[config.mk]
export PLATFORM = sky130hd
export DESIGN_NAME = align_seq
export DESIGN_NICKNAME = d
export VERILOG_FILES = /design/src/rtl/align_pkg.sv /design/src/rtl/align_lane.sv /design/src/rtl/align_seq.sv
export SDC_FILE = /design/constraint.sdc
export NUM_CORES = 2
export LEC_CHECK = 0
export CAP_MARGIN = 20
export CORE_AREA = 2 2 727 729
export DETAILED_ROUTE_END_ITERATION = 7
export DIE_AREA = 0 0 729 731
export SETUP_SLACK_MARGIN = 0.4
export SKIP_LAST_GASP = 1
export SYNTH_ARGS = -nofsm -noshare
export SYNTH_HDL_FRONTEND = slang
export SYNTH_SLANG_ARGS = --single-unit
[constraint.sdc]
create_clock -name clk_i -period 10.13 [get_ports clk_i]
set_input_delay 2.026 -clock clk_i [delete_from_list [all_inputs] [get_ports clk_i]]
set_output_delay 2.026 -clock clk_i [all_outputs]
set_load 0.02 [all_outputs]
[src/rtl/align_pkg.sv]
// ---------------------------------------------------------------------------
// align_pkg
// Shared definitions for the PE alignment sequencer (align_seq) and its
// shifter lane (align_lane).
//   NUM_IN        : number of mantissa/exponent inputs per group (16)
//   state_e       : sequencer FSM states
//   calc_shamt_w  : width of a saturated shift amount (0 .. WIDTH+1)
//   calc_beats    : shifter beats per group for a given lane count
// Optional feature macro used by importers: ALIGN_STICKY_EN.
// ---------------------------------------------------------------------------
package align_pkg;

    localparam int unsigned NUM_IN = 16;

    typedef enum logic [1:0] {
        StIdle,
        StMax,
        StShift,
        StOut
    } state_e;

    // SHAMT_W = $clog2(WIDTH+2): enough to hold the saturated amount WIDTH+1.
    function automatic int unsigned calc_shamt_w(input int unsigned width);
        return $clog2(width + 2);
    endfunction

    // BEATS = NUM_IN/LANES; LANES must divide NUM_IN (1, 2, 4, 8 or 16).
    function automatic int unsigned calc_beats(input int unsigned lanes);
        return NUM_IN / lanes;
    endfunction

endpackage

[src/rtl/align_lane.sv]
// ---------------------------------------------------------------------------
// align_lane
// One combinational alignment lane: arithmetic right shift of a signed
// mantissa by (max_exp - exp), with the shift saturated at WIDTH+1 so an
// oversized shift yields pure sign bits.
// Config macro: ALIGN_STICKY_EN -- when defined, every bit shifted out is
// ORed into result bit 0 (sticky); otherwise shifted-out bits are dropped.
// Ports:
//   data_i     [WIDTH:0]   signed mantissa
//   exp_i      [EXP_W-1:0] this element's exponent
//   max_exp_i  [EXP_W-1:0] group maximum exponent (>= exp_i)
//   data_o     [WIDTH:0]   aligned mantissa
// ---------------------------------------------------------------------------
module align_lane import align_pkg::*; #(
    parameter int unsigned WIDTH = 52,
    parameter int unsigned EXP_W = 10
) (
    input  logic [WIDTH:0]   data_i,
    input  logic [EXP_W-1:0] exp_i,
    input  logic [EXP_W-1:0] max_exp_i,
    output logic [WIDTH:0]   data_o
);

    localparam int unsigned DW      = WIDTH + 1;
    localparam int unsigned SHAMT_W = calc_shamt_w(WIDTH);

    logic [EXP_W-1:0]   diff;
    logic [SHAMT_W-1:0] shamt;
    logic [DW-1:0]      shifted;
`ifdef ALIGN_STICKY_EN
    logic [DW-1:0]      out_mask;
    logic               sticky;
`endif

    always_comb begin
        // max_exp_i is the group maximum, so the difference never wraps.
        diff = max_exp_i - exp_i;
        if (32'(diff) > WIDTH) begin
            shamt = SHAMT_W'(WIDTH + 1);
        end else begin
            shamt = SHAMT_W'(diff);
        end
        shifted = $signed(data_i) >>> shamt;
`ifdef ALIGN_STICKY_EN
        // (1 << shamt) - 1 wraps to all ones when shamt == DW, which is
        // exactly the saturated case where every input bit leaves the word.
        out_mask = (DW'(1) << shamt) - DW'(1);
        sticky   = |(data_i & out_mask);
        data_o   = {shifted[DW-1:1], shifted[0] | sticky};
`else
        data_o   = shifted;
`endif
    end

endmodule

[src/rtl/align_seq.sv]
// ---------------------------------------------------------------------------
// align_seq
// Sequencing controller for the 16-input PE alignment stage. Captures one
// group of 16 signed mantissas plus exponents, finds the maximum exponent,
// aligns every mantissa to it through LANES shared shifter lanes over
// NUM_IN/LANES beats, then offers the aligned group with valid/ready.
// Config macro: ALIGN_STICKY_EN (sticky-bit shifting inside align_lane).
// Ports:
//   clk_i          clock, rising edge
//   rst_i          synchronous active-high reset, aborts any group in flight
//   in_valid_i     input group valid
//   in_ready_o     high only while idle
//   in_data_i      16 mantissas, element i at [i*(WIDTH+1) +: WIDTH+1]
//   in_exp_i       16 exponents, element i at [i*EXP_W +: EXP_W]
//   out_valid_o    aligned group valid
//   out_ready_i    consumer accepts the group
//   out_data_o     aligned mantissas, same packing as in_data_i
//   out_max_exp_o  group maximum exponent
//   busy_o         high whenever not idle
// Timing (LANES=4): accept at edge 0, MAX in cycle 1, SHIFT in cycles 2..5,
// out_valid from cycle 6; minimum group period 3+NUM_IN/LANES cycles.
// ---------------------------------------------------------------------------
module align_seq import align_pkg::*; #(
    parameter int unsigned WIDTH = 52,
    parameter int unsigned EXP_W = 10,
    parameter int unsigned LANES = 4
) (
    input  logic                            clk_i,
    input  logic                            rst_i,
    input  logic                            in_valid_i,
    output logic                            in_ready_o,
    input  logic [NUM_IN*(WIDTH+1)-1:0]     in_data_i,
    input  logic [NUM_IN*EXP_W-1:0]         in_exp_i,
    output logic                            out_valid_o,
    input  logic                            out_ready_i,
    output logic [NUM_IN*(WIDTH+1)-1:0]     out_data_o,
    output logic [EXP_W-1:0]                out_max_exp_o,
    output logic                            busy_o
);

    localparam int unsigned DW     = WIDTH + 1;
    localparam int unsigned BEATS  = calc_beats(LANES);
    localparam int unsigned BEAT_W = (BEATS > 1) ? $clog2(BEATS) : 1;
    localparam int unsigned IDX_W  = $clog2(NUM_IN);

    state_e                        state_q, state_d;
    logic [BEAT_W-1:0]             beat_q, beat_d;
    logic [NUM_IN-1:0][DW-1:0]     data_q, data_d;
    logic [NUM_IN-1:0][EXP_W-1:0]  exp_q, exp_d;
    logic [EXP_W-1:0]              max_q, max_d;

    // Heap-ordered max tree: node n has children 2n+1 and 2n+2, the leaves
    // sit at NUM_IN-1 .. 2*NUM_IN-2, and the root (node 0) is the maximum.
    logic [EXP_W-1:0]              tree [2*NUM_IN-1];

    logic [LANES-1:0][DW-1:0]      lane_in;
    logic [LANES-1:0][DW-1:0]      lane_out;
    logic [LANES-1:0][EXP_W-1:0]   lane_exp;
    logic [LANES-1:0][IDX_W-1:0]   lane_idx;

    // ------------------------------------------------------------------
    // Maximum exponent (unsigned compare)
    // ------------------------------------------------------------------
    always_comb begin
        for (int i = 0; i < 2 * NUM_IN - 1; i++) begin
            tree[i] = '0;
        end
        for (int i = 0; i < NUM_IN; i++) begin
            tree[NUM_IN - 1 + i] = exp_q[i];
        end
        for (int n = NUM_IN - 2; n >= 0; n--) begin
            tree[n] = (tree[2*n+1] >= tree[2*n+2]) ? tree[2*n+1] : tree[2*n+2];
        end
    end

    // ------------------------------------------------------------------
    // Shared shifter lanes: beat b serves elements b*LANES .. b*LANES+LANES-1
    // ------------------------------------------------------------------
    for (genvar l = 0; l < LANES; l++) begin : g_lane
        assign lane_idx[l] = IDX_W'(int'(beat_q) * int'(LANES) + l);
        assign lane_in[l]  = data_q[lane_idx[l]];
        assign lane_exp[l] = exp_q[lane_idx[l]];

        align_lane #(
            .WIDTH (WIDTH),
            .EXP_W (EXP_W)
        ) u_lane (
            .data_i    (lane_in[l]),
            .exp_i     (lane_exp[l]),
            .max_exp_i (max_q),
            .data_o    (lane_out[l])
        );
    end

    // ------------------------------------------------------------------
    // FSM next state and datapath updates
    // ------------------------------------------------------------------
    always_comb begin
        state_d = state_q;
        beat_d  = beat_q;
        data_d  = data_q;
        exp_d   = exp_q;
        max_d   = max_q;

        unique case (state_q)
            StIdle: begin
                if (in_valid_i) begin
                    data_d  = in_data_i;
                    exp_d   = in_exp_i;
                    state_d = StMax;
                end
            end
            StMax: begin
                max_d   = tree[0];
                beat_d  = '0;
                state_d = StShift;
            end
            StShift: begin
                // Aligned values overwrite their own slots in place.
                for (int l = 0; l < LANES; l++) begin
                    data_d[lane_idx[l]] = lane_out[l];
                end
                if (beat_q == BEAT_W'(BEATS - 1)) begin
                    beat_d  = '0;
                    state_d = StOut;
                end else begin
                    beat_d  = beat_q + 1'b1;
                end
            end
            StOut: begin
                if (out_ready_i) begin
                    state_d = StIdle;
                end
            end
            default: begin
                state_d = StIdle;
            end
        endcase
    end

    always_ff @(posedge clk_i) begin
        if (rst_i) begin
            state_q <= StIdle;
            beat_q  <= '0;
            data_q  <= '0;
            exp_q   <= '0;
            max_q   <= '0;
        end else begin
            state_q <= state_d;
            beat_q  <= beat_d;
            data_q  <= data_d;
            exp_q   <= exp_d;
            max_q   <= max_d;
        end
    end

    // ------------------------------------------------------------------
    // Outputs: all decoded from registered state, no input-to-output paths
    // ------------------------------------------------------------------
    always_comb begin
        in_ready_o    = (state_q == StIdle);
        out_valid_o   = (state_q == StOut);
        busy_o        = (state_q != StIdle);
        out_data_o    = data_q;
        out_max_exp_o = max_q;
    end

endmodule

==> impl_results.rst <==
.. list-table::
   :header-rows: 1

   * - Metric
     - Value
   * - Yosys cell types
     - 99
   * - Net total in the final layout
     - approximately 12000
   * - Run status
     - finished with violations
   * - CP startpoint kind
     - flop
   * - Clock tree from TritonCTS
     - yes
   * - Wire length of the first global-routing pass
     - ~1000000 um
   * - GP Congestion
     - about 1
   * - Register-to-Register Setup Slack
     - ~1.1 ns
   * - Setup TNS after final layout
     - 0 ns
   * - Synth-to-layout area growth
     - 45.7%
   * - Chip Height
     - 731 um
   * - Final critical-path share of the clock period
     - approximately nine tenths
   * - Clk sinks
     - roughly 1000
   * - Pins Over Slew Limit
     - 0
   * - Flops & latches, synth
     - 1022
   * - Clock-pin slew on the worst setup and hold paths
     - approximately 0.06 ns
   * - CP Max Fanout
     - 10
   * - Final Skew
     - around 0.098 ns
   * - DP Wirelength
     - just under 700000 um
   * - Worst Setup End Kind
     - flop
   * - Area enclosed by the die boundary
     - between 0.5 and 0.6 mm^2
   * - Post-CTS Setup Inserts
     - 0
   * - Via count of the first global-routing pass
     - between 80000 and 90000
   * - Net count after synthesis
     - approximately 11000
   * - Wire per inst
     - 44.8 um
   * - Final worst path period need
     - about 9 ns
   * - Skew-Pair Late Insertion Delay
     - about 0.91 ns
   * - Max-cap viol count
     - 0
   * - Failing checks
     - DRC
   * - Final hold violations
     - 0
   * - Number of buffers and inverters on the critical path
     - 3
   * - Maximum number of buffers from clock root to sink
     - 4
   * - Initial detailed-routing violation count
     - ~12000
   * - Max Clk Rate
     - about 110 MHz
   * - Most frequent standard cell in the layout excluding fill and tap cells
     - nor2_1
   * - Portion of the post-synthesis area used by sequential elements
     - between 20 and 30%
   * - Number of clock buffers inserted by TritonCTS
     - ~150
   * - Relative slew slack
     - between 10% and 20%
   * - Core ar.
     - between 0.5 and 0.6 mm^2
   * - Critical Setup Path Class
     - reg2reg
   * - Post-Synthesis Cell Area
     - 0.0714 mm^2
   * - Remaining routing DRC violations
     - 2
   * - Mean post-synth cell area
     - 7.67 um^2
   * - Slowest stage cell on the critical path
     - o21a_1
   * - Overflow after GRT
     - 0
   * - LEAKAGE
     - 0.0365 uW
   * - Die width
     - 729 um
   * - Required time reported for the critical path endpoint
     - between 10 and 15 ns
   * - CTS H-tree depth
     - 4
   * - Actual transition at the worst max-transition pin
     - roughly 1.3 ns
   * - Slowest Stage Delay on Critical Path
     - 0.43 ns
   * - Overall fraction of global-route tracks in use
     - between 20% and 30%
   * - Vias after detailed routing
     - between 90000 and 100k
   * - Number of synthesized flops with an enable pin
     - 0
   * - Final count of negative-setup-slack endpoints
     - 0
   * - Count of port buffers added during placement
     - 1872
   * - Largest net degree at the start of global routing
     - approximately 180
   * - Path type of the worst min-delay path
     - reg2reg
   * - Filler Cell Count
     - around 60000
   * - Share of the core filled with cells in the final layout
     - slightly below 20%
   * - Starting density of the core
     - 13.6%
   * - Top Family by Delay on Critical Path
     - compound AO/OA/AOI/OAI gates
   * - RSZ-0062 raised after global routing
     - false
   * - Layout cell share with drive strength beyond 1
     - between 10% and 20%
   * - Count of mapped cells out of synthesis
     - about 9300
   * - Cell type with the highest occurrence count on the critical path
     - a21o_1
   * - Fraction of registers with async set or reset after synthesis
     - 0%
   * - Power per unit of standard cell area
     - 427 mW/mm^2
   * - Number of placement rows
     - between 200 and 300
   * - Number of warnings reported in the yosys synthesis log
     - 0
   * - Commonest non-fill, non-tap cells in the layout
     - nor2_1 (1872), clkdlybuf4s50_1 (1854), dfxtp_1 (1020)
   * - Clock root buffer master
     - clkbuf_16
   * - Post-route antenna net violation count
     - 0
   * - Router iterations before antenna repair
     - 8
   * - Wirelength, routed
     - around 810000 um
   * - Antenna violations before repair
     - roughly 270
   * - CP Data Arrival Time
     - 9.84 ns
   * - Drt via density
     - 5.01
   * - Top-level port count
     - roughly 1900
   * - Top FF cell, synth
     - dfxtp_1
   * - Highest ir drop seen on vdd
     - 0.000316 V
[power by group]
group	switching (uW)	internal [uW]	total, uW
logic	22400	9030	31400
clock network	2400	3210	5610
registers	1860	5580	7440
total	26600	17800	44400
[cells by family after synthesis]
| group | after synthesis | synth area share [%] |
|---|---|---|
| simple gates | 3505 | 20.8 |
| buf+inv | 1056 | 5.88 |
| compound gates | 2900 | 28.0 |
| fa+ha+maj | 197 | 3.49 |
| mux | 602 | 12.9 |
| flops | 1022 | 28.7 |
| xor+xnor | 28 | 0.365 |
[cells in the mapped netlist (all sizes together) (15+ instances only)]
cell | instances | area share (%)
a2111oi | 142 | 1.8
a211o | 38 | 0.47
a211oi | 209 | 2.2
a21boi | 20 | 0.23
a21o | 89 | 0.94
a21oi | 748 | 5.3
a221o | 19 | 0.27
a221oi | 191 | 2.4
a22o | 16 | 0.20
a22oi | 35 | 0.37
a2bb2oi | 46 | 0.56
a31oi | 132 | 1.2
a32oi | 21 | 0.26
and2 | 43 | 0.38
and3 | 36 | 0.32
buf | 197 | 1.4
clkbuf | 635 | 3.3
dfxtp | 1022 | 29
ha | 192 | 3.4
inv | 221 | 1.2
mux2 | 63 | 0.99
mux2i | 296 | 4.2
mux4 | 243 | 7.7
nand2 | 762 | 4.0
nand2b | 60 | 0.53
nand3 | 169 | 1.2
nand4 | 37 | 0.32
nor2 | 1891 | 10
nor2b | 29 | 0.25
nor3 | 316 | 2.3
nor4 | 93 | 0.84
o211a | 17 | 0.24
o211ai | 113 | 1.2
o21a | 40 | 0.42
o21ai | 529 | 3.7
o221a | 143 | 2.3
o221ai | 61 | 0.75
o22ai | 55 | 0.48
o2bb2ai | 15 | 0.18
o311ai | 16 | 0.20
o31a | 22 | 0.27
o31ai | 70 | 0.74
o32ai | 15 | 0.18
or3 | 34 | 0.30
xnor2 | 17 | 0.22
[sequential cells by signal, summed over array words and instances, names as in the netlist]
register       count
exp_q            160
state_q            2
out_data_o       848
out_max_exp_o     10
beat_q             2
[stage by stage]
stage / cells / total power (uW) / hold slack (ns) / setup WS, ns / instance area, um^2
5_1_grt: 17986 / 46000 / 0.504 / 0.490 / 104000
3_5_place_dp: 17656 / 38300 / 0.472 / 1.03 / 98600
2_1_floorplan: 9310 / 20800 / 0.446 / 1.75 / 71400
3_3_place_gp: 17648 / 38300 / 0.471 / 0.918 / 98500
6_report: 18035 / 44400 / 0.482 / 1.08 / 104000
4_1_cts: 17907 / 44100 / 0.481 / 0.992 / 104000
[tightest hold or removal path, cell delays in order, from the launching register on]
cell,delay [ns]
dfxtp_1,0.33
nand2_1,0.06
a21oi_1,0.05
[worst paths after layout]
path                            startpoint                to  cells past startpoint
worst max-delay path             exp_q[80]  out_max_exp_o[3]                     45
worst min-delay path             exp_q[51]         exp_q[51]                      2
worst max register to register   exp_q[80]  out_max_exp_o[3]                     45
worst min register to register   exp_q[51]         exp_q[51]                      2
[metal layers]
metal  share of wire (%)  up-vias  track usage [%]  routed length [um]
li1                    -    37672                -                   -
met3                  15     1489             16.3              122000
met2                  40     6097             41.4              326000
met5                0.12        -                0                 989
met1                  37    45026             33.3              301000
met4                 7.2      148             17.1               58400
[what timing repair did]
action                     4_1_cts  5_1_grt
hold buffers                     0        0
setup endpoints to repair        0       10
gates resized for setup          0        5
[cell type report]
type / instances / area, um^2 / area share [%]
antenna: 121 / 303 / 0.291
clock buffer: 188 / 4010 / 3.86
clock inverter: 63 / 902 / 0.868
inverter: 224 / 848 / 0.816
multi-input combinational: 7232 / 47300 / 45.5
sequential: 1022 / 20500 / 19.7
tap: 6994 / 8750 / 8.42
timing repair buffer: 2191 / 21400 / 20.6
Note: power is estimated with default switching activity, not from simulation.
